--- config.mk ---
export PLATFORM = sky130hd
export DESIGN_NAME = store_write_buffer_flat
export DESIGN_NICKNAME = d
export VERILOG_FILES = /design/src/rtl/store_write_buffer_if.sv /design/src/rtl/store_write_buffer.sv /design/src/flat_wrapper.sv
export SDC_FILE = /design/constraint.sdc
export NUM_CORES = 1
export LEC_CHECK = 0
export ABC_CLOCK_PERIOD_IN_PS = 7500
export CAP_MARGIN = 0
export CORE_MARGIN = 2
export CORE_UTILIZATION = 50
export DETAILED_ROUTE_END_ITERATION = 16
export PLACE_DENSITY = 0.76
export SETUP_SLACK_MARGIN = 0.02
export SKIP_LAST_GASP = 1
export SLEW_MARGIN = 20
export SYNTH_ARGS = -nofsm -noshare
export SYNTH_HDL_FRONTEND = slang
export SYNTH_SLANG_ARGS = --single-unit
--- constraint.sdc ---
create_clock -name clk -period 7.5 [get_ports clk]
set_clock_uncertainty 0.15 [all_clocks]
set_input_delay 2.25 -clock clk [delete_from_list [all_inputs] [get_ports clk]]
set_output_delay 2.25 -clock clk [all_outputs]
set_load 0.01 [all_outputs]
--- src/rtl/store_write_buffer_if.sv ---
// Store write buffer bus bundle: store push channel, memory drain channel,
// load forwarding lookup and occupancy status.
interface store_write_buffer_if #(
    parameter int DATA_WIDTH    = 32,
    parameter int ADDRESS_WIDTH = 30,
    parameter int DEPTH_LOG2    = 2
);
    // Store push channel from the cache / data-controller side
    logic                      push_valid;
    logic                      push_ready;
    logic [ADDRESS_WIDTH-1:0]  push_address;
    logic [DATA_WIDTH-1:0]     push_data;
    logic [DATA_WIDTH/8-1:0]   push_mask;

    // Drain channel toward the data memory write port
    logic                      mem_write_enable;
    logic [ADDRESS_WIDTH-1:0]  mem_address;
    logic [DATA_WIDTH-1:0]     mem_write_data;
    logic [DATA_WIDTH/8-1:0]   mem_byte_mask;
    logic                      mem_ready;

    // Load forwarding lookup
    logic [ADDRESS_WIDTH-1:0]  lookup_address;
    logic                      lookup_hit;
    logic [DATA_WIDTH-1:0]     lookup_data;
    logic [DATA_WIDTH/8-1:0]   lookup_mask;

    // Occupancy status
    logic                      empty;
    logic [DEPTH_LOG2:0]       count;

    // View of the buffer itself
    modport slave (
        input  push_valid, push_address, push_data, push_mask,
        input  mem_ready, lookup_address,
        output push_ready,
        output mem_write_enable, mem_address, mem_write_data, mem_byte_mask,
        output lookup_hit, lookup_data, lookup_mask,
        output empty, count
    );

    // View of the surrounding memory unit (store path, memory, load path)
    modport master (
        output push_valid, push_address, push_data, push_mask,
        output mem_ready, lookup_address,
        input  push_ready,
        input  mem_write_enable, mem_address, mem_write_data, mem_byte_mask,
        input  lookup_hit, lookup_data, lookup_mask,
        input  empty, count
    );
endinterface

--- src/rtl/store_write_buffer.sv ---
// Store write buffer: in-order circular queue of byte-masked word stores that
// drains to data memory, coalesces into the youngest non-head entry and
// forwards pending bytes to the load path (youngest matching entry wins).
module store_write_buffer #(
    parameter int DATA_WIDTH    = 32,
    parameter int ADDRESS_WIDTH = 30,
    parameter int DEPTH_LOG2    = 2
) (
    input  logic                clk,
    input  logic                rst,
    store_write_buffer_if.slave bus
);
    localparam int DEPTH      = 1 << DEPTH_LOG2;
    localparam int MASK_WIDTH = DATA_WIDTH / 8;

    localparam logic [DEPTH_LOG2:0]   FULL_COUNT = (DEPTH_LOG2 + 1)'(DEPTH);
    localparam logic [DEPTH_LOG2:0]   COUNT_ONE  = (DEPTH_LOG2 + 1)'(1);
    localparam logic [DEPTH_LOG2:0]   COUNT_TWO  = (DEPTH_LOG2 + 1)'(2);
    localparam logic [DEPTH_LOG2-1:0] PTR_ONE    = DEPTH_LOG2'(1);

    logic [ADDRESS_WIDTH-1:0] r_entryAddr [DEPTH];
    logic [DATA_WIDTH-1:0]    r_entryData [DEPTH];
    logic [MASK_WIDTH-1:0]    r_entryMask [DEPTH];

    logic [DEPTH_LOG2-1:0]    r_head;
    logic [DEPTH_LOG2-1:0]    r_tail;
    logic [DEPTH_LOG2:0]      r_count;

    logic                     w_full;
    logic                     w_empty;
    logic [DEPTH_LOG2-1:0]    w_youngest;
    logic                     w_pushFire;
    logic                     w_pushNonzero;
    logic                     w_coalesce;
    logic                     w_alloc;
    logic                     w_retire;

    logic [DEPTH_LOG2-1:0]    w_ageIdx;
    logic [DATA_WIDTH-1:0]    w_lookupData;
    logic [MASK_WIDTH-1:0]    w_lookupMask;

    // Occupancy comes purely from the registered count, so push_ready has no
    // combinational path from mem_ready; a full buffer refuses a push even
    // when the head leaves in the same cycle.
    assign w_full        = (r_count == FULL_COUNT);
    assign w_empty       = (r_count == '0);
    assign w_youngest    = r_tail - PTR_ONE;
    assign w_pushFire    = bus.push_valid && !w_full;
    assign w_pushNonzero = |bus.push_mask;

    // Coalescing needs at least two entries so the youngest is never the head,
    // which keeps the word currently offered to memory stable.
    assign w_coalesce = w_pushFire && w_pushNonzero && (r_count >= COUNT_TWO) &&
                        (r_entryAddr[w_youngest] == bus.push_address);
    assign w_alloc    = w_pushFire && w_pushNonzero && !w_coalesce;
    assign w_retire   = !w_empty && bus.mem_ready;

    // Head/tail pointers and entry count; reset wins over push and retire
    always_ff @(posedge clk) begin
        if (rst) begin
            r_head  <= '0;
            r_tail  <= '0;
            r_count <= '0;
        end else begin
            if (w_alloc) begin
                r_tail <= r_tail + PTR_ONE;
            end
            if (w_retire) begin
                r_head <= r_head + PTR_ONE;
            end
            case ({w_alloc, w_retire})
                2'b10:   r_count <= r_count + COUNT_ONE;
                2'b01:   r_count <= r_count - COUNT_ONE;
                default: r_count <= r_count;
            endcase
        end
    end

    // Entry storage: allocate a fresh entry at tail or merge bytes into the youngest
    always_ff @(posedge clk) begin
        if (w_alloc) begin
            r_entryAddr[r_tail] <= bus.push_address;
            r_entryData[r_tail] <= bus.push_data;
            r_entryMask[r_tail] <= bus.push_mask;
        end else if (w_coalesce) begin
            for (int b = 0; b < MASK_WIDTH; b++) begin
                if (bus.push_mask[b]) begin
                    r_entryData[w_youngest][b*8 +: 8] <= bus.push_data[b*8 +: 8];
                end
            end
            r_entryMask[w_youngest] <= r_entryMask[w_youngest] | bus.push_mask;
        end
    end

    // Forwarding merge walks entries oldest to youngest so later stores overwrite earlier bytes
    always_comb begin
        w_lookupData = '0;
        w_lookupMask = '0;
        w_ageIdx     = r_head;
        for (int k = 0; k < DEPTH; k++) begin
            w_ageIdx = r_head + DEPTH_LOG2'(k);
            if (((DEPTH_LOG2 + 1)'(k) < r_count) &&
                (r_entryAddr[w_ageIdx] == bus.lookup_address)) begin
                for (int b = 0; b < MASK_WIDTH; b++) begin
                    if (r_entryMask[w_ageIdx][b]) begin
                        w_lookupData[b*8 +: 8] = r_entryData[w_ageIdx][b*8 +: 8];
                        w_lookupMask[b]        = 1'b1;
                    end
                end
            end
        end
    end

    assign bus.push_ready       = !w_full;
    assign bus.mem_write_enable = !w_empty;
    assign bus.mem_address      = r_entryAddr[r_head];
    assign bus.mem_write_data   = r_entryData[r_head];
    assign bus.mem_byte_mask    = r_entryMask[r_head];
    assign bus.lookup_hit       = |w_lookupMask;
    assign bus.lookup_data      = w_lookupData;
    assign bus.lookup_mask      = w_lookupMask;
    assign bus.empty            = w_empty;
    assign bus.count            = r_count;
endmodule

--- src/flat_wrapper.sv ---
// flat-port wrapper written by rule: the top's interface ports become plain ports
module store_write_buffer_flat 
#(
    parameter int DATA_WIDTH    = 32,
    parameter int ADDRESS_WIDTH = 30,
    parameter int DEPTH_LOG2    = 2
)
  (clk, rst, bus_push_valid, bus_push_address, bus_push_data, bus_push_mask, bus_mem_ready, bus_lookup_address, bus_push_ready, bus_mem_write_enable, bus_mem_address, bus_mem_write_data, bus_mem_byte_mask, bus_lookup_hit, bus_lookup_data, bus_lookup_mask, bus_empty, bus_count);
  store_write_buffer_if #(.DATA_WIDTH(DATA_WIDTH), .ADDRESS_WIDTH(ADDRESS_WIDTH), .DEPTH_LOG2(DEPTH_LOG2)) bus_i ();
  input  logic clk;
  input  logic rst;
  input wire logic [$bits(bus_i.push_valid)-1:0] bus_push_valid;
  input wire logic [$bits(bus_i.push_address)-1:0] bus_push_address;
  input wire logic [$bits(bus_i.push_data)-1:0] bus_push_data;
  input wire logic [$bits(bus_i.push_mask)-1:0] bus_push_mask;
  input wire logic [$bits(bus_i.mem_ready)-1:0] bus_mem_ready;
  input wire logic [$bits(bus_i.lookup_address)-1:0] bus_lookup_address;
  output wire logic [$bits(bus_i.push_ready)-1:0] bus_push_ready;
  output wire logic [$bits(bus_i.mem_write_enable)-1:0] bus_mem_write_enable;
  output wire logic [$bits(bus_i.mem_address)-1:0] bus_mem_address;
  output wire logic [$bits(bus_i.mem_write_data)-1:0] bus_mem_write_data;
  output wire logic [$bits(bus_i.mem_byte_mask)-1:0] bus_mem_byte_mask;
  output wire logic [$bits(bus_i.lookup_hit)-1:0] bus_lookup_hit;
  output wire logic [$bits(bus_i.lookup_data)-1:0] bus_lookup_data;
  output wire logic [$bits(bus_i.lookup_mask)-1:0] bus_lookup_mask;
  output wire logic [$bits(bus_i.empty)-1:0] bus_empty;
  output wire logic [$bits(bus_i.count)-1:0] bus_count;
  assign bus_i.push_valid = bus_push_valid;
  assign bus_i.push_address = bus_push_address;
  assign bus_i.push_data = bus_push_data;
  assign bus_i.push_mask = bus_push_mask;
  assign bus_i.mem_ready = bus_mem_ready;
  assign bus_i.lookup_address = bus_lookup_address;
  assign bus_push_ready = bus_i.push_ready;
  assign bus_mem_write_enable = bus_i.mem_write_enable;
  assign bus_mem_address = bus_i.mem_address;
  assign bus_mem_write_data = bus_i.mem_write_data;
  assign bus_mem_byte_mask = bus_i.mem_byte_mask;
  assign bus_lookup_hit = bus_i.lookup_hit;
  assign bus_lookup_data = bus_i.lookup_data;
  assign bus_lookup_mask = bus_i.lookup_mask;
  assign bus_empty = bus_i.empty;
  assign bus_count = bus_i.count;
  store_write_buffer #(.DATA_WIDTH(DATA_WIDTH), .ADDRESS_WIDTH(ADDRESS_WIDTH), .DEPTH_LOG2(DEPTH_LOG2)) u_core (.clk(clk), .rst(rst), .bus(bus_i));
endmodule
Word level (Yosys, flattened, before mapping)
Memories as Yosys holds them, arrays and structs flattened. A register that Yosys moved wholly into a read port is not among the register bits.
Cells that the tools add are included.

storage, ports and cells
  RAM bits = 264
  memories kept = 3
  register bits after elaboration = 7
  input bits = 100
  output and inout bits = 109
  word-level logic and storage cells = 120

operators by class
  bitwise logic cells = 1
  mux-type cells = 74
  reductions and logical operators = 19
  $lt $le $gt $ge = 5
  equality and inequality tests = 8
  add/sub/neg operators = 7

memory list
  name                words  bits a word  read ports  clocked after Yosys merged registers in  write ports  RTL line                  source
  u_core.r_entryData  4      32           4           1                                        1            store_write_buffer.sv:22  logic [DATA_WIDTH-1:0] r_entryData [DEPTH];
  u_core.r_entryAddr  4      30           5           1                                        1            store_write_buffer.sv:21  logic [ADDRESS_WIDTH-1:0] r_entryAddr [DEPTH];
  u_core.r_entryMask  4      4            5           1                                        1            store_write_buffer.sv:23  logic [MASK_WIDTH-1:0] r_entryMask [DEPTH];

operator list
  kind                 count
  $mux 32              5
  $eq 30x30->1         5
  $mux 8               16
  $mux 1               38
  $reduce_or 32->1     1
  $mux 4               6
  $mux 2               8
  $reduce_or 4->1      3
  $logic_and 1x1->1    10
  $lt 1x3->1 const A   2
  $lt 2x3->1 const A   2
  $pmux 3 s2           1
  $add 2x1->2 const B  2
  $add 2x2->2 const B  2
  $or 4x4->4           1
  $add 3x1->3 const B  1
  $eq 3x3->1 const B   1
  $ge 3x2->1 const B   1
  $logic_not 1->1      3
  $logic_not 3->1      1
  $sub 3x1->3 const B  1
  $eq 2x1->1 const B   1
  $eq 2x2->1 const B   1
  $reduce_bool 2->1    1
  $sub 2x1->2 const B  1

Depth between registers and ports, before layout
Gate-level depths: netlist of run 1.

  depth in word-level cells = 12
  mapped depth = 20
  depth with buffers taken out = 13

Worst setup path after synthesis of run 1
Ideal clock, no wire load.

  kind = input port to output port
  start = input bus_lookup_address[1]
  end = output bus_lookup_data[30]
  stages on the path = 10
  setup slack = 461 ps
  required time = 5100 ps
  buffers on the path = 3
  arrival time = 4639 ps
  cells stage by stage = clkbuf_1 > o21ai_0 > or3_1 > a2bb2oi_1 > or3b_1 > clkbuf_1 > or3_1 > buf_1 > o221ai_1 > o221a_1

on the way
  longest elaborated chain between the ends = 9
  elaborated cells between the ends (all ways) = 15
  those cells by class = eq/ne: 4; mux: 7; reduce/logical: 4

RTL lines
  item               RTL line                   source
  from (decl)        flat_wrapper.sv:17         input wire logic [$bits(bus_i.lookup_address)-1:0] bus_lookup_address;
  $eq 30x30->1       store_write_buffer.sv:103  (r_entryAddr[w_ageIdx] == bus.lookup_address)) begin
  $logic_and 1x1->1  store_write_buffer.sv:102  if (((DEPTH_LOG2 + 1)'(k) < r_count) &&
  $mux 32            store_write_buffer.sv:102
  $mux 8             store_write_buffer.sv:105  if (r_entryMask[w_ageIdx][b]) begin
  $mux 32            store_write_buffer.sv:102
  $mux 8             store_write_buffer.sv:105
  $mux 32            store_write_buffer.sv:102
  $mux 8             store_write_buffer.sv:105
  $mux 32 *          store_write_buffer.sv:102
  to (decl)          flat_wrapper.sv:24         output wire logic [$bits(bus_i.lookup_data)-1:0] bus_lookup_data;

Every way passes the cells marked *; elsewhere a longest branch is shown, timed or not.

Final worst setup path of run 1
  start = input bus_lookup_address[4]
  end = output bus_lookup_mask[0]

on the way
  longest elaborated chain between the ends = 9
  elaborated cells between the ends (all ways) = 15
  those cells by class = eq/ne: 4; mux: 7; reduce/logical: 4

RTL lines
  item               RTL line                   source
  $eq 30x30->1       store_write_buffer.sv:103
  $logic_and 1x1->1  store_write_buffer.sv:102
  $mux 4             store_write_buffer.sv:102
  $mux 1             store_write_buffer.sv:105
  $mux 4             store_write_buffer.sv:102
  $mux 1             store_write_buffer.sv:105
  $mux 4             store_write_buffer.sv:102
  $mux 1             store_write_buffer.sv:105
  $mux 4 *           store_write_buffer.sv:102
  to (decl)          flat_wrapper.sv:25         output wire logic [$bits(bus_i.lookup_mask)-1:0] bus_lookup_mask;

Marked as above.

==> impl_metrics.csv, run 1 <==
group,metric,value,unit
global_routing,globalRoute.totalOverflow,0,
critical_path,timing.critical_path.to_type,"output port",
critical_path,crit_path_top_delay_cell,"sky130_fd_sc_hd__clkdlybuf4s50_1",
logic_synthesis,syn_warnings,0,
finish,seqCellArea,8120,µm²
global_routing,first_pass_grt_wire_length,88.7,mm
critical_path,highest_net_fanout_along_the_worst_path,12,
routing,finalWirelength,60.3,mm
job,cap_viol_max_count,0,
finish,layout.nets,1843,
critical_path,regToRegSetupSlack,1.80,ns
logic_synthesis,synth_enable_flop_cells,264,
logic_synthesis,async_flop_share,0,
critical_path,crit-reg2reg-launch,"u_core.r_tail[0]",
clocking,clock_tree_from_tritoncts,"done",
placed_design,place.port_buffers,208,
routing,vias_per_cell,6.54,
critical_path,r2r-end,"u_core.r_entryData[3][28]",
critical_path,critPathRequiredTime,5.10,ns
global_routing,grt_antenna_before_repair,1,
finish,multiInputGateArea,10600,µm²
critical_path,r2r.worst_path.cells,12,
floorplan,die_h,199,µm
placed_design,placed_cells_incl_taps,2195,
logic_synthesis,post_synth_inst_count,1434,
floorplan,num_rows,71,
logic_synthesis,synth-seq-area-share,0.425,
logic_synthesis,avgSynthCellArea,13.3,µm²
placed_design,dp_hpwl,43.4,mm
critical_path,critPathMaxStageDelay,0.52,ns
hold_path,timing.hold.worst.start,"u_core.r_tail[1]",
logic_synthesis,synth.cell_area,19100,µm²
routing,route.vias.total,14811,
clocking,clk_path_buf_depth,3,
logic_synthesis,synth-seq-cells,273,
clocking,numClockSinks,273,
routing,routed_wire_length_per_instance,26.6,µm
clocking,clk_transition_reported_paths,0.06,ns
finish,post_layout_nonfiller_instances,2266,
hold_path,min_path_type,"flop to flop",
power_and_ir_drop,powerDensity,276,nW/µm²
clocking,cts_hold_buffers,0,
routing,drt_pre_antenna_iters,7,
critical_path,cp_cell_sequence,"dlygate4sd2_1 -> o22ai_1 -> or3_1 -> a2bb2oi_1 -> or3b_4 -> buf_12 -> or3_4 -> nand3_2 -> buf_4 -> clkdlybuf4s50_1",
clocking,clock_insertion_delay_worst_skew,0.57,ns
floorplan,ios,209,
floorplan,initial_standard_cell_utilization_of_the_core,0.507,
hold_path,min_path_cells,2,
critical_path,path_class,"input port to output port",
power_and_ir_drop,peakVddDrop,0.000221,V
timing,post-route-min-period,7.45,ns
finish,final_cell_mix,"sky130_fd_sc_hd__edfxtp_1, sky130_fd_sc_hd__mux4_2, sky130_fd_sc_hd__buf_4, sky130_fd_sc_hd__clkdlybuf4s50_1, sky130_fd_sc_hd__mux2i_1",
global_routing,first_global_vias,14652,
placed_design,place.gp.congestion,0.965,
power_and_ir_drop,p_leak,0.00814,µW
logic_synthesis,dominantRegCellSynth,"sky130_fd_sc_hd__edfxtp_1",
clocking,clock_tree.htree_level_count,1,
clocking,cts-buffers-inserted,28,
global_routing,track_usage,0.301,
floorplan,floorplan.die_area,39700,µm²
global_routing,grt_max_degree,108,
critical_path,cp-start-kind,"input port",
hold_path,whs_endpoint,"u_core.r_tail[1]",
finish,final_common_cell,"sky130_fd_sc_hd__edfxtp_1",
critical_path,timing.critical_path.max_delay_family,"simple AND/OR/NAND/NOR gates",
timing,max_freq,0.134,GHz
timing,worst-slew-pin-transition,1.05,ns
finish,area_growth_from_synthesis_to_final_layout,25.3,%
critical_path,path_buf_inv,4,
finish,layout.filler_cells,2856,
routing,drcViolationCount,0,
timing,count_of_final_hold_check_violations,0,
run_status,outcome,"completed",
floorplan,die_width,199,µm
timing,setup_total_negative_slack,0,ns
routing,detailedRoute.firstIterationViolations,1672,
finish,drive_above_1_share,0.316,
timing,rsz_0062_raised_after_global_routing,"true",
timing,drv_slew,0,
routing,drtAntennaViolNets,0,
timing,finalSetupViolCount,0,
clocking,clock_tree_root_driver_cell,"sky130_fd_sc_hd__clkbuf_16",
logic_synthesis,synth_fp_nets,1544,
timing,slew-limit-headroom,0.299,
timing,post-route-period-util,0.993,
critical_path,data_arrival_time_of_the_critical_path,5.05,ns
floorplan,core,37600,µm²
logic_synthesis,distinct_cell_type_count_of_the_synthesized_netlist,69,
Yosys cell counts (all sizes together), types with 3 or more instances:
master / n / area, µm²
and2: 8 / 50.1
o2111ai: 6 / 52.6
o221a: 34 / 383
buf: 53 / 360
mux2i: 128 / 1280
a221oi: 3 / 26.3
a31o: 3 / 26.3
o311ai: 5 / 73.8
nand2b: 8 / 50.1
or3: 12 / 75.1
o21a: 4 / 30.0
and3: 10 / 62.6
a21oi: 84 / 420
o2bb2ai: 6 / 52.6
clkbuf: 58 / 218
inv: 53 / 199
nand3: 18 / 110
nor2b: 18 / 113
a32oi: 3 / 26.3
nor2: 103 / 387
xor2: 25 / 219
dfxtp: 9 / 180
edfxtp: 264 / 7930
a22oi: 8 / 80.1
nand4: 17 / 106
nand2: 20 / 85.1
o21ai: 16 / 80.1
a211oi: 5 / 37.5
mux4: 164 / 3720
o211ai: 5 / 37.5
a22o: 3 / 26.3
o22ai: 12 / 75.1
xnor2: 110 / 963
or4: 5 / 41.3
a2bb2oi: 4 / 35.0
ha: 10 / 125
and3b: 4 / 35.0
nor3: 10 / 50.1
mux2: 55 / 619
o221ai: 35 / 307
nor4: 20 / 174
worst max path at each step:
stage | startpoint | endpoint | slack, ns | cells after the start
2_1_floorplan | bus_lookup_address[1] | bus_lookup_data[30] | 0.46 | 10
3_3_place_gp | bus_lookup_address[8] | bus_lookup_data[23] | -0.78 | 10
3_5_place_dp | bus_lookup_address[8] | bus_lookup_data[23] | -0.79 | 10
4_1_cts | bus_lookup_address[23] | bus_lookup_data[17] | 0.03 | 15
5_1_grt | bus_lookup_address[8] | bus_lookup_hit | -0.02 | 13
6_report | bus_lookup_address[4] | bus_lookup_mask[0] | 0.05 | 10
power by group:
part | switching (µW) | leakage, µW | internal (µW)
sequential | 204 | 0.00250 | 1830
clock | 585 | 0.000431 | 786
combinational | 1620 | 0.00521 | 1580
per-stage QoR:
stage	setup WS [ns]	util	cell area, µm²	power, µW	hold slack [ns]
6_report	0.0540	0.635	23900	6600	0.480
5_1_grt	-0.0183	0.635	23900	6870	0.527
4_1_cts	0.0300	0.632	23800	6570	0.483
3_5_place_dp	-0.794	0.597	22400	5140	0.431
3_3_place_gp	-0.777	0.597	22400	5100	0.412
2_1_floorplan	0.461	-	19100	4040	0.383
registers in the layout (all words and copies together) (netlist names), named ones only:
| register | count |
|---|---|
| u_core.bus.count | 3 |
| u_core.r_entryAddr | 120 |
| u_core.r_entryData | 128 |
| u_core.r_entryMask | 16 |
| u_core.r_head | 2 |
| u_core.r_tail | 2 |
worst reg2reg max path, cell delays in order (launching register included):
cell and delay, ns:
sky130_fd_sc_hd__dfxtp_2 0.78, sky130_fd_sc_hd__inv_1 0.28, sky130_fd_sc_hd__ha_1 0.39, sky130_fd_sc_hd__buf_4 0.35, sky130_fd_sc_hd__mux4_2 0.41, sky130_fd_sc_hd__xnor2_1 0.28, sky130_fd_sc_hd__nand4_1 0.33, sky130_fd_sc_hd__nor4_2 0.07
sky130_fd_sc_hd__buf_4 0.19, sky130_fd_sc_hd__nand2_1 0.24, sky130_fd_sc_hd__nor2b_1 0.84, sky130_fd_sc_hd__nor2_1 0.21, sky130_fd_sc_hd__nor2b_1 0.81
timing repair:
action	4_1_cts	5_1_grt
cloned	4	0
gates resized for setup	137	51
endpoints found under the setup margin	37	36
buffers inserted	10	5
pin swaps	29	23
per-layer routing:
metal | global-route usage | part of all wire
met3 | 0.0501 | 0.091
met1 | 0.395 | 0.39
met4 | 0.0995 | 0.032
met2 | 0.510 | 0.49
met5 | 0 | 0
logic make-up (layout without fill, tap and decap cells):
logic type,Yosys count,count (layout),share of synthesized area
other cells,0,1,0
mux,347,347,0.295
compound gates,248,248,0.0979
fa+ha+maj,10,10,0.00657
xor+xnor,135,135,0.0620
flops,273,273,0.425
simple gates,256,260,0.0717
buf+inv,165,481,0.0410
area by class of cell:
cell class | instances | share of cell area
Tap cell | 511 | 0.0268
Inverter | 54 | 0.00849
Clock inverter | 20 | 0.00786
Antenna cell | 1 | 0.000105
Sequential cell | 273 | 0.340
Multi-Input combinational cell | 1000 | 0.445
Clock buffer | 31 | 0.0298
Timing Repair Buffer | 376 | 0.141
Power figures use the tool's default switching activity.
==> run 2: changes to the inputs <==
--- a/config.mk
+++ b/config.mk
@@ -6,6 +6,7 @@
 export NUM_CORES = 1
 export LEC_CHECK = 0
-export ABC_CLOCK_PERIOD_IN_PS = 7500
+export ABC_CLOCK_PERIOD_IN_PS = 9100
 export CAP_MARGIN = 0
+export CORE_ASPECT_RATIO = 0.75
 export CORE_MARGIN = 2
 export CORE_UTILIZATION = 50
==> constraint.sdc (replaced) <==
create_clock -name clk -period 9.1 [get_ports clk]
set_clock_uncertainty 0.15 [all_clocks]
set_input_delay 2.73 -clock clk [delete_from_list [all_inputs] [get_ports clk]]
set_output_delay 2.73 -clock clk [all_outputs]
set_load 0.02 [all_outputs]
==> run 2 against run 1 <==
The flow now finishes with violations (negative setup slack). Sequential share of layout area increased by 0.78 points. Total power decreased by 15%. Die area about the same. Critical path type unchanged. Critical endpoint is now bus_lookup_data[10]. Largest power group unchanged.
==> impl_metrics.csv, run 2 (synthesis results as in run 1) <==
group,metric,value,unit
finish,layout.filler_cells,2809,
floorplan,floorplan.die_area,39700,µm²
global_routing,first_global_vias,13965,
power_and_ir_drop,peakVddDrop,0.000178,V
finish,reg_top3,"u_core.r_entryData x128, u_core.r_entryAddr x120, u_core.r_entryMask x16",
critical_path,data_arrival_time_of_the_critical_path,6.25,ns
finish,fin_area,23300,µm²
clocking,clock_tree.htree_level_count,1,
clocking,clk_transition_reported_paths,0.06,ns
clocking,cts-buffers-inserted,29,
timing,post-route-min-period,9.13,ns
global_routing,grtUsageMet2,0.433,
critical_path,timing.critical_path.to_type,"output port",
critical_path,critPathRequiredTime,6.22,ns
global_routing,globalRouteMet1Util,0.463,
routing,routed_wire_length_per_instance,27.9,µm
timing,hold-worst-slack,0.426,ns
routing,route.vias.total,14681,
placed_design,place.port_buffers,208,
job,cap_viol_max_count,0,
global_routing,gr-usage-met3,0.0735,
run_status,outcome,"finished with violations",
finish,post_layout_nonfiller_instances,2195,
routing,finalWirelength,61.3,mm
run_status,failed_checks,"negative setup slack",
routing,vias_per_cell,6.69,
placed_design,detailed_place.area,22000,µm²
floorplan,core,37300,µm²
timing,count_of_final_hold_check_violations,0,
hold_path,min_path_type,"flop to flop",
finish,regMostFlops,"u_core.r_entryData",
clocking,clock_tree_from_tritoncts,"done",
clocking,clock_tree_root_driver_cell,"sky130_fd_sc_hd__clkbuf_16",
floorplan,die_width,229,µm
floorplan,ios,209,
finish,final_cell_mix,"sky130_fd_sc_hd__edfxtp_1, sky130_fd_sc_hd__clkdlybuf4s50_1, sky130_fd_sc_hd__mux4_2, sky130_fd_sc_hd__mux2i_1, sky130_fd_sc_hd__xnor2_1",
routing,drt_pre_antenna_iters,7,
floorplan,initial_standard_cell_utilization_of_the_core,0.511,
clocking,numClockSinks,273,
clocking,clk_path_buf_depth,3,
routing,detailedRoute.firstIterationViolations,1831,
critical_path,cp-start-kind,"input port",
critical_path,path_class,"input port to output port",
power_and_ir_drop,powerDensity,239,nW/µm²
critical_path,highest_net_fanout_along_the_worst_path,9,
timing,max_freq,0.110,GHz
clocking,clock_insertion_delay_worst_skew,0.59,ns
finish,largest_reg_flops,128,
global_routing,track_usage,0.302,
placed_design,place.gp.congestion,1.03,
global_routing,grt_peak_use_layer,"met1",
routing,drtAntennaViolNets,0,
timing,slew-limit-headroom,0.278,
finish,final_common_cell,"sky130_fd_sc_hd__edfxtp_1",
global_routing,first_pass_grt_wire_length,90.8,mm
routing,drcViolationCount,0,
placed_design,placed_cells_incl_taps,2136,
global_routing,globalRoute.totalOverflow,0,
power_and_ir_drop,p_leak,0.00805,µW
timing,finalSetupViolCount,6,
finish,area_growth_from_synthesis_to_final_layout,22.5,%
floorplan,die_h,173,µm
timing,drv_slew,0,
floorplan,num_rows,61,
finish,layout.nets,1778,
global_routing,grt_max_degree,101,
timing,post-route-period-util,1.00,
timing,setup_slack,-0.0275,ns
timing,rsz_0062_raised_after_global_routing,"true",
timing,worst-slew-pin-transition,1.08,ns
finish,drive_above_1_share,0.260,
placed_design,dp_hpwl,44.8,mm
global_routing,grt_antenna_before_repair,3,
run 2: through the flow:
step                 util  total power (µW)  setup TNS (ns)  worst slack [ns]
detailed placement  0.590              4270           -8.34            -0.312
global placement    0.590              4230           -8.33            -0.307
finish              0.625              5590         -0.0890           -0.0275
CTS                 0.620              5550               0           0.00434
global route        0.625              5800          -0.505            -0.116
floorplan               -              3440               0              1.01
run 2: critical path, cell delays in order:
cell                              delay (ns)
sky130_fd_sc_hd__clkdlybuf4s50_1        0.62
sky130_fd_sc_hd__xnor2_1                0.44
sky130_fd_sc_hd__nand4_1                0.16
sky130_fd_sc_hd__or4_1                  0.49
sky130_fd_sc_hd__buf_4                  0.22
sky130_fd_sc_hd__or3_1                  0.38
sky130_fd_sc_hd__buf_4                  0.19
sky130_fd_sc_hd__o221ai_1               0.19
sky130_fd_sc_hd__o221a_2                0.21
sky130_fd_sc_hd__clkdlybuf4s50_1        0.60
run 2: per-layer routing:
metal,vias to the layer above,share of wire
met5,-,0
met4,0,0.020
met3,81,0.11
met2,839,0.44
met1,7502,0.44
li1,6259,-
run 2: cell type report:
| cell class | instances | area, µm² | share of cell area |
|---|---|---|---|
| multi-input cells | 996 | 10300 | 0.443 |
| flip-flops and latches | 273 | 8120 | 0.348 |
| repair buffers | 314 | 3020 | 0.129 |
| clock buffers | 38 | 779 | 0.0334 |
| well taps | 504 | 631 | 0.0270 |
| clock inverters | 13 | 231 | 0.00992 |
| inverters | 54 | 203 | 0.00868 |
| diodes | 3 | 7.51 | 0.000322 |
run 2: what timing repair did:
| item | in CTS | in global routing |
|---|---|---|
| cloned | 0 | 0 |
| endpoints found under the setup margin | 33 | 33 |
| pin swaps | 3 | 2 |
| hold buffers | 0 | 0 |
| gates resized for setup | 13 | 40 |
| setup buffers | 2 | 3 |
run 2: worst paths after layout:
check,start,to,slack (ns),cells after the start
worst max-delay path,bus_lookup_address[20],bus_lookup_data[10],-0.03,10
worst min-delay path,u_core.r_tail[1],u_core.r_tail[1],0.43,2
worst max register to register,u_core.r_tail[0],u_core.r_entryData[1][24],2.14,10
worst min register to register,u_core.r_tail[1],u_core.r_tail[1],0.43,2
run 2: report_power, final:
| group | switching [µW] | total [µW] | leakage (µW) | internal, µW |
|---|---|---|---|---|
| combinational | 1410 | 2630 | 0.00506 | 1220 |
| clock | 493 | 1260 | 0.000494 | 771 |
| sequential | 189 | 1700 | 0.00250 | 1510 |
==> run 3: changes to the inputs <==
Settings changed: CTS_CLUSTER_SIZE set to 40, GPL_TIMING_DRIVEN set to 0.
==> run 3 against run 2 <==
The run now ends clean. Register-to-register slack lost 1.7 ns. Clock power shrank 6%. Worst hold slack improved by 0.021 ns. Critical endpoint is now bus_lookup_data[16]. Largest cell class unchanged. Combinational power grew 15%. Flip-flop and latch count unchanged.
==> impl_metrics.csv, run 3 (synthesis results as in run 1) <==
group,metric,value,unit
timing,rsz_0062_raised_after_global_routing,"false",
power_and_ir_drop,p_leak,0.00779,µW
hold_path,min_path_cells,2,
routing,drt_pre_antenna_iters,6,
power_and_ir_drop,seqPwrFrac,0.275,
placed_design,dp_hpwl,55.1,mm
critical_path,timing.critical_path.max_delay_family,"buffers and inverters",
floorplan,floorplan.die_area,39700,µm²
global_routing,first_global_vias,14982,
finish,layout.filler_cells,2879,
placed_design,placed_cells_incl_taps,2131,
clocking,clock_tree.htree_level_count,1,
routing,drtAntennaViolNets,0,
placed_design,place.port_buffers,189,
global_routing,globalRoute.totalOverflow,0,
critical_path,path_class,"input port to output port",
placed_design,place.gp.congestion,1.04,
clocking,cts_hold_buffers,0,
timing,count_of_final_hold_check_violations,0,
timing,post-route-min-period,9.10,ns
finish,multiInputGateArea,10500,µm²
hold_path,whs_endpoint,"u_core.r_tail[1]",
power_and_ir_drop,clock_power_share,0.205,
clocking,clock_tree_from_tritoncts,"done",
job,cap_viol_max_count,0,
power_and_ir_drop,switching_share,0.406,
critical_path,cp-start-kind,"input port",
timing,worst-slew-pin-transition,1.22,ns
finish,largest_reg_flops,128,
timing,slew-limit-headroom,0.186,
hold_path,timing.hold.worst.start,"u_core.r_tail[1]",
power_and_ir_drop,peakVddDrop,0.000176,V
global_routing,first_pass_grt_wire_length,104,mm
finish,drive_above_1_share,0.238,
power_and_ir_drop,comb_power_share,0.521,
critical_path,crit_path_top_delay_cell,"sky130_fd_sc_hd__clkdlybuf4s50_1",
floorplan,core,37300,µm²
critical_path,worst_setup_path_startpoint,"bus_lookup_address[1]",
critical_path,r2r.worst_path.cells,15,
critical_path,cpMostUsedCell,"sky130_fd_sc_hd__clkdlybuf4s50_1",
routing,finalWirelength,72.9,mm
clocking,clk_transition_reported_paths,0.06,ns
critical_path,regToRegSetupSlack,0.44,ns
global_routing,grt_antenna_before_repair,1,
floorplan,num_rows,61,
global_routing,track_usage,0.358,
finish,regMostFlops,"u_core.r_entryData",
routing,detailedRoute.firstIterationViolations,2136,
finish,reg_top3,"u_core.r_entryData x128, u_core.r_entryAddr x120, u_core.r_entryMask x16",
floorplan,ios,209,
clocking,clock_tree_root_driver_cell,"sky130_fd_sc_hd__clkbuf_16",
hold_path,min_path_type,"flop to flop",
timing,finalSetupViolCount,0,
clocking,numClockSinks,273,
critical_path,critPathMaxStageDelay,0.62,ns
timing,setup_total_negative_slack,0,ns
timing,post-route-period-util,1.00,
critical_path,highest_net_fanout_along_the_worst_path,10,
critical_path,crit-reg2reg-launch,"u_core.r_tail[0]",
clocking,clock_insertion_delay_worst_skew,0.59,ns
floorplan,die_width,229,µm
timing,hold-worst-slack,0.447,ns
power_and_ir_drop,net-switching-power,2350,µW
clocking,cts-buffers-inserted,28,
finish,area_growth_from_synthesis_to_final_layout,20.9,%
finish,final_common_cell,"sky130_fd_sc_hd__edfxtp_1",
power_and_ir_drop,cellInternalPower,3440,µW
floorplan,die_h,173,µm
critical_path,path_buf_inv,3,
timing,drv_slew,0,
routing,routed_wire_length_per_instance,33.4,µm
critical_path,timing.critical_path.to_type,"output port",
finish,layout.nets,1771,
finish,post_layout_nonfiller_instances,2186,
critical_path,cp_cell_sequence,"clkdlybuf4s50_1 -> clkbuf_4 -> o21ai_0 -> or3_1 -> a2bb2oi_1 -> or3b_4 -> or3_4 -> o221ai_1 -> o221a_2 -> clkdlybuf4s50_1",
routing,route.vias.total,15709,
finish,seqCellArea,8110,µm²
global_routing,grt_max_degree,22,
run_status,outcome,"completed",
critical_path,r2r-end,"u_core.r_entryData[1][29]",
timing,max_freq,0.110,GHz
routing,drcViolationCount,0,
critical_path,critPathRequiredTime,6.22,ns
finish,final_cell_mix,"sky130_fd_sc_hd__edfxtp_1, sky130_fd_sc_hd__clkdlybuf4s50_1, sky130_fd_sc_hd__mux4_2, sky130_fd_sc_hd__mux2i_1, sky130_fd_sc_hd__xnor2_1",
power_and_ir_drop,powerDensity,251,nW/µm²
clocking,clk_path_buf_depth,3,
routing,vias_per_cell,7.19,
finish,antenna_cells_inserted,0,
critical_path,data_arrival_time_of_the_critical_path,6.22,ns
floorplan,initial_standard_cell_utilization_of_the_core,0.511,
==> run 3: cell count changes in the layout (fill, tap and decap cells not counted), moves of 6 or more <==
cell	delta
sky130_fd_sc_hd__buf_1	+7
sky130_fd_sc_hd__buf_2	+23
sky130_fd_sc_hd__buf_4	-84
sky130_fd_sc_hd__buf_6	+7
sky130_fd_sc_hd__clkbuf_1	+53
sky130_fd_sc_hd__clkdlybuf4s50_1	-20
sky130_fd_sc_hd__nor4_1	-6
==> run 3: cell type report <==
type,count,share of cell area
Tap cell,504,0.0274
Sequential cell,273,0.352
Buffer,105,0.0250
Clock buffer,36,0.0317
Timing Repair Buffer,203,0.0926
Clock inverter,15,0.00815
Multi-Input combinational cell,996,0.454
Inverter,54,0.00880
==> run 3: tightest hold or removal path, cell delays in order, from the launching register on <==
cell,delay [ns]
sky130_fd_sc_hd__dfxtp_1,0.36
sky130_fd_sc_hd__mux2i_1,0.14
sky130_fd_sc_hd__nor2_1,0.05
==> run 3: how the worst max path moves through the flow <==
stage / endpoint / cells after the start
after floorplan: bus_lookup_hit / 9
after global placement: bus_lookup_data[24] / 10
after detailed placement: bus_lookup_data[15] / 10
after CTS: bus_lookup_data[2] / 10
after global routing: bus_lookup_data[16] / 10
final: bus_lookup_data[16] / 10
==> run 3: power by group through the flow <==
stage                     registers (µW)  logic (µW)  clock network [µW]
after floorplan                     1590        1850                   0
final                               1590        3020                1180
after CTS                           1580        2920                1180
after global routing                1600        3100                1230
after global placement              1600        2840                   0
after detailed placement            1610        2870                   0
==> run 3: timing repair <==
| action | 4_1_cts | 5_1_grt |
|---|---|---|
| setup buffers | 10 | 0 |
| setup endpoints to repair | 37 | 62 |
| pin swaps | 10 | 1 |
| resized for setup | 43 | 35 |
==> run 3: metal layers <==
| layer | GRT usage | part of all wire | routed length (µm) | vias to the layer above |
|---|---|---|---|---|
| li1 | - | - | - | 6228 |
| met1 | 0.555 | 0.42 | 30700 | 7977 |
| met2 | 0.497 | 0.41 | 30200 | 1352 |
| met3 | 0.0988 | 0.14 | 10100 | 150 |
| met4 | 0.0850 | 0.027 | 1940 | 2 |
| met5 | 0 | 0.00018 | 13 | - |
==> run 3: metrics by stage <==
step	cell area (µm²)	worst slack (ns)	util	power (µW)
finish	23000	0.00257	0.617	5790
global route	23000	0.0256	0.617	5930
CTS	22900	0.0226	0.614	5680
detailed placement	21700	-1.06	0.581	4480
global placement	21600	-1.45	0.578	4440
floorplan	19100	1.01	-	3440
